--- config.mk ---
export PLATFORM = sky130hd
export DESIGN_NAME = cpu_sequencer
export DESIGN_NICKNAME = d
export VERILOG_FILES = /design/src/rtl/cpu_sequencer.sv
export SDC_FILE = /design/constraint.sdc
export NUM_CORES = 1
export LEC_CHECK = 0
export CAP_MARGIN = 10
export CORE_ASPECT_RATIO = 0.6
export CORE_UTILIZATION = 40
export DETAILED_ROUTE_END_ITERATION = 16
export GPL_TIMING_DRIVEN = 0
export PLACE_DENSITY = 0.84
export SYNTH_ARGS = -nofsm -noshare
export SYNTH_HDL_FRONTEND = slang
export SYNTH_SLANG_ARGS = --single-unit
--- constraint.sdc ---
create_clock -name CLK -period 1.9 [get_ports CLK]
set_clock_uncertainty 0.05 [all_clocks]
set_input_delay 0.38 -clock CLK [delete_from_list [all_inputs] [get_ports CLK]]
set_output_delay 0.38 -clock CLK [all_outputs]
set_load 0.1 [all_outputs]
--- src/rtl/cpu_sequencer.sv ---
// Phase sequencer for the accumulator CPU: generates FETCH/EXEC1/EXEC2 strobes,
// latches IR/OPERAND, handles STP halt, single-step debug and retired-instruction count.
module cpu_sequencer #(
    parameter int              DATA_W   = 16,
    parameter int              OP_W     = 4,
    parameter int              CNT_W    = 16,
    parameter logic [OP_W-1:0] STP_CODE = 4'h7
) (
    input  logic                   CLK,
    input  logic                   RESET,
    input  logic                   EXTRA,
    input  logic [DATA_W-1:0]      MEM_Q,
    input  logic [DATA_W-1:0]      ACC,
    input  logic                   STEP_MODE,
    input  logic                   STEP,
    output logic                   FETCH,
    output logic                   EXEC1,
    output logic                   EXEC2,
    output logic [OP_W-1:0]        IR,
    output logic [DATA_W-OP_W-1:0] OPERAND,
    output logic                   EQ,
    output logic                   MI,
    output logic                   HALTED,
    output logic [CNT_W-1:0]       INSTR_CNT
);

    typedef enum logic [1:0] {
        S_FETCH = 2'd0,
        S_EXEC1 = 2'd1,
        S_EXEC2 = 2'd2,
        S_HALT  = 2'd3
    } state_t;

    state_t                  state_q;
    logic                    step_q;
    logic [OP_W-1:0]         ir_q;
    logic [DATA_W-OP_W-1:0]  operand_q;
    logic [CNT_W-1:0]        cnt_q;
    logic                    halted_q;
    logic                    adv;

    // One advance per STEP rising edge in single-step mode, every cycle otherwise.
    assign adv = !STEP_MODE || (STEP && !step_q);

    always_ff @(posedge CLK) begin
        if (RESET) begin
            state_q   <= S_FETCH;
            step_q    <= 1'b0;
            ir_q      <= '0;
            operand_q <= '0;
            cnt_q     <= '0;
            halted_q  <= 1'b0;
        end else begin
            step_q <= STEP;
            if (adv) begin
                case (state_q)
                    S_FETCH: begin
                        ir_q      <= MEM_Q[DATA_W-1 -: OP_W];
                        operand_q <= MEM_Q[DATA_W-OP_W-1:0];
                        state_q   <= S_EXEC1;
                    end
                    S_EXEC1: begin
                        cnt_q <= cnt_q + 1'b1;
                        if (ir_q == STP_CODE) begin
                            state_q  <= S_HALT;
                            halted_q <= 1'b1;
                        end else if (EXTRA) begin
                            state_q <= S_EXEC2;
                        end else begin
                            state_q <= S_FETCH;
                        end
                    end
                    S_EXEC2: state_q <= S_FETCH;
                    default: state_q <= S_HALT;
                endcase
            end
        end
    end

    // Strobes are gated by adv so each decoder side effect fires once per phase.
    assign FETCH     = (state_q == S_FETCH) && adv;
    assign EXEC1     = (state_q == S_EXEC1) && adv;
    assign EXEC2     = (state_q == S_EXEC2) && adv;
    assign IR        = ir_q;
    assign OPERAND   = operand_q;
    assign HALTED    = halted_q;
    assign INSTR_CNT = cnt_q;
    assign EQ        = (ACC == '0);
    assign MI        = ACC[DATA_W-1];

endmodule

[After elaboration in Yosys (flattened, before gate mapping)]
Cells that the tools add are included.
Storage, ports and cells
  register bits: 36
  word-level logic and storage cells: 25
  input bits: 37
  output and inout bits: 38
Operators by class
  eq/ne operators: 3
  mux-type cells: 3
  reductions and logical operators: 12
  $add $sub $neg: 1
Operator list (count)
  16-bit by 1-bit adder with 16-bit output, second input constant: 1
  16-bit logical NOT: 1
  2-bit one-hot mux with 3 select lines: 1
  4-bit by 3-bit == test with 1-bit output, second input constant: 1
  1-bit logical AND: 4
  2-bit two-way mux: 2
  2-bit AND reduction: 2
  3-bit AND reduction: 1
  2-bit by 1-bit == test with 1-bit output, second input constant: 1
  2-bit == test, second input constant: 1
  1-bit logical NOT: 2
  2-bit logical NOT: 1
  1-bit logical OR: 1

[Logic depth before layout (Yosys ltp)]
  depth after elaboration: 4
  depth in mapped cells: 8
  mapped depth without buffers: 5

[Worst setup path after synthesis]
OpenSTA, ideal clock, no wires.
  kind: input port to flip-flop
  from: input STEP
  to: register cnt_q[1], in the netlist INSTR_CNT[1]
  arrival time: 2.611 ns
  setup time: 0.128 ns
  stages: 5
  path slack: -0.889 ns
  path through: nand2b_1 > buf_2 > a21oi_1 > mux2i_1 > nor2_1
On the way
  cells in the longest elaborated chain, start to end: 3
RTL lines
  start, declared: line 15  | input logic STEP,
  1-bit logical AND: line 43  | assign adv = !STEP_MODE || (STEP && !step_q);
  1-bit logical OR: line 43
  2-bit AND reduction (no source line)
  end signal, assigned: line 63  | cnt_q <= cnt_q + 1'b1;
  end, declared: line 38  | logic [CNT_W-1:0] cnt_q;
No other way between the ends.
A chain may end at the register's enable or synchronous reset.

[Worst setup path after layout]
  from: input ACC[6]
  to: output EQ
On the way
  cells in the longest elaborated chain, start to end: 1
RTL lines
  start, declared: line 13  | input logic [DATA_W-1:0] ACC,
  16-bit logical NOT: line 88  | assign EQ = (ACC == '0);
  end, declared: line 21  | output logic EQ,
No other way between the ends.

==> metrics.cfg <==
[power]
peakVddDrop_uv=475
p_total_uw=1940
p_per_area_nw_per_um2=760
power_leakage_uw=0.00103

[setup_path]
crit_path_max_fanout=1
critPathCaptureType=output port
cp_data_required_time_ns=1.47
path_class=primary input to output port
slowest_stage=clkdlybuf4s50_1
crit_path_cell_trace=clkdlybuf4s50_1 -> nor4_2 -> and4_1 -> buf_12
start_kind=primary input
cpPeakStageDelay_ns=0.45
arrival_ns=1.48

[final_layout]
diodes=0
final_layout_size_suffix_gt1_frac=0.314
fin_cells=321
syn2layout_area_growth_pct=66.5
nNetsFinal=311

[synthesis]
synth_commonest_cells=36 x dfxtp_1, 36 x nand2_1, 27 x a21oi_1
synth_nets=224
yosys_warnings=0
synthArstFlopShare=0
synth_ff_type=dfxtp_1
syn_area_um2=1530
synth_area_leader_cell=dfxtp_1
yosysSeqAreaShare=0.470
ys_ff_latch=36
synthCells=186
ys_types=38
synth.area.top_cells=dfxtp_1 47%, a21oi_1 8.8%, nand2_1 8.8%, xnor2_1 2.9%, nor2_1 2.7%
synth_edf_count=0
avgSynthCellArea_um2=8.25
yosys.area.top_type_share=0.470

[status]
status=finished with violations
failed_checks=setup timing

[sta]
whs_ns=0.405
rsz0062_at_grt=true
setup_ws_ns=-0.0111
worstMarginPinSlew_ns=0.605
min_period_over_period=1.01
slew_headroom=0.586
finalHoldViolCount=0
min_period_ns=1.91
setup_viol=1
maxSlewViolCount=0
clock.fmax_mhz=523

[global_route]
antenna_found_initial=0
grt.overflow.total=0
grtUsageTotal=0.235
grt_pass1_wl_um=7290
grt_pass1_vias=1578
grt_max_degree=17

[placed_design]
detailed_place_hpwl_um=3180
place_ws_ns=-1.58
portBuffers=74
place_congestion=0.778
dp.cells=307

[floorplan]
core_um2=3660
die_width_um=81.9
initial_core_util=0.419
ioPinCount=75
rows=17
die_y_um=50.0
die-area_um2=4090

[cts]
ctsHoldBuffers=0
cts_sinks=36
clock_path_buffers=2
ctsHtreeMaxLevel=2
clk_latency_ns=0.29
cts_root_buffer=clkbuf_8
cts_tree=built
cts_inserted_buffers=5
clk_pin_slew_ns=0.08

[route]
drc=0
ant_nets=0
postRouteWirelength_um=4550
route.detailed.wl_per_inst_um=14.2
viasPerCell=5.17
dr.pass1.iters=4
vias=1658
drt_iter0_markers=72

[flow_run]
maxCapViolations=0

[min_path]
min_path_type=register to register

## layout make-up
cell class	instances	area [um2]
Fill cell	282	1100
Multi-Input combinational cell	132	800
Sequential cell	36	759
Timing Repair Buffer	82	747
Clock buffer	5	68.8
Buffer	9	62.6
Tap cell	47	58.8
Inverter	7	38.8
Clock inverter	3	18.8
## metrics by stage
stage	TNS, ns	cell area [um2]	util
finish	-0.0111	2550	0.698
global route	-0.0888	2550	0.698
detailed placement	-15.25	2390	0.653
floorplan	0	1590	-
global placement	-14.81	2390	0.653
CTS	0	2600	0.712
## final timing paths
path | from | slack (ns) | to | depth (start not counted)
worst max-delay path | ACC[6] | -0.01 | EQ | 4
worst min-delay path | OPERAND[10] | 0.41 | OPERAND[10] | 2
worst max register to register | INSTR_CNT[0] | 0.09 | INSTR_CNT[8] | 5
worst min register to register | OPERAND[10] | 0.41 | OPERAND[10] | 2
## routing by layer
layer  wire length (um)  global-route usage  vias to the layer above
li1                   -                   -                      825
met1               2160               0.331                      777
met2               2120               0.364                       52
met3                261              0.0556                        4
met4                 17              0.0439                        0
met5                  0                   0                        -
## state kept, by name (all words and copies together) (netlist names)
register,flops
HALTED,1
OPERAND,12
step_q,1
IR,4
INSTR_CNT,16
state_q,2
## layout by cell type (no fill, tap or decap), types with 8 or more instances in the layout
cell type and count:
nand2_1 36, clkbuf_2 17, nor2_1 11, a21oi_1 25, clkdlybuf4s15_2 16, dlygate4sd2_1 11, dfxtp_1 21, clkdlybuf4s50_1 22
buf_4 10, dfxtp_4 8
## where the power goes
part / total, uW / switching [uW] / internal [uW]
clock network: 531 / 276 / 255
logic: 597 / 424 / 173
registers: 813 / 29.2 / 784
## logic make-up after synthesis
family	count (synthesis)	share of synthesized area
flops	36	0.470
compound gates	44	0.172
simple gates	79	0.248
xor+xnor	6	0.0343
fa+ha+maj	1	0.00816
mux	2	0.0139
buf+inv	18	0.0538
## repair_timing
action                                  CTS  global route
buffers inserted                          8             0
endpoints found under the setup margin   55            23
pin swaps                                 6             4
resized for setup                       144            25
## critical path, delay by kind of cell
family	cells	cell delay [ns]
buf+inv	2	0.63
simple gates	2	0.47
No activity file was read; power rests on OpenSTA's default activity.
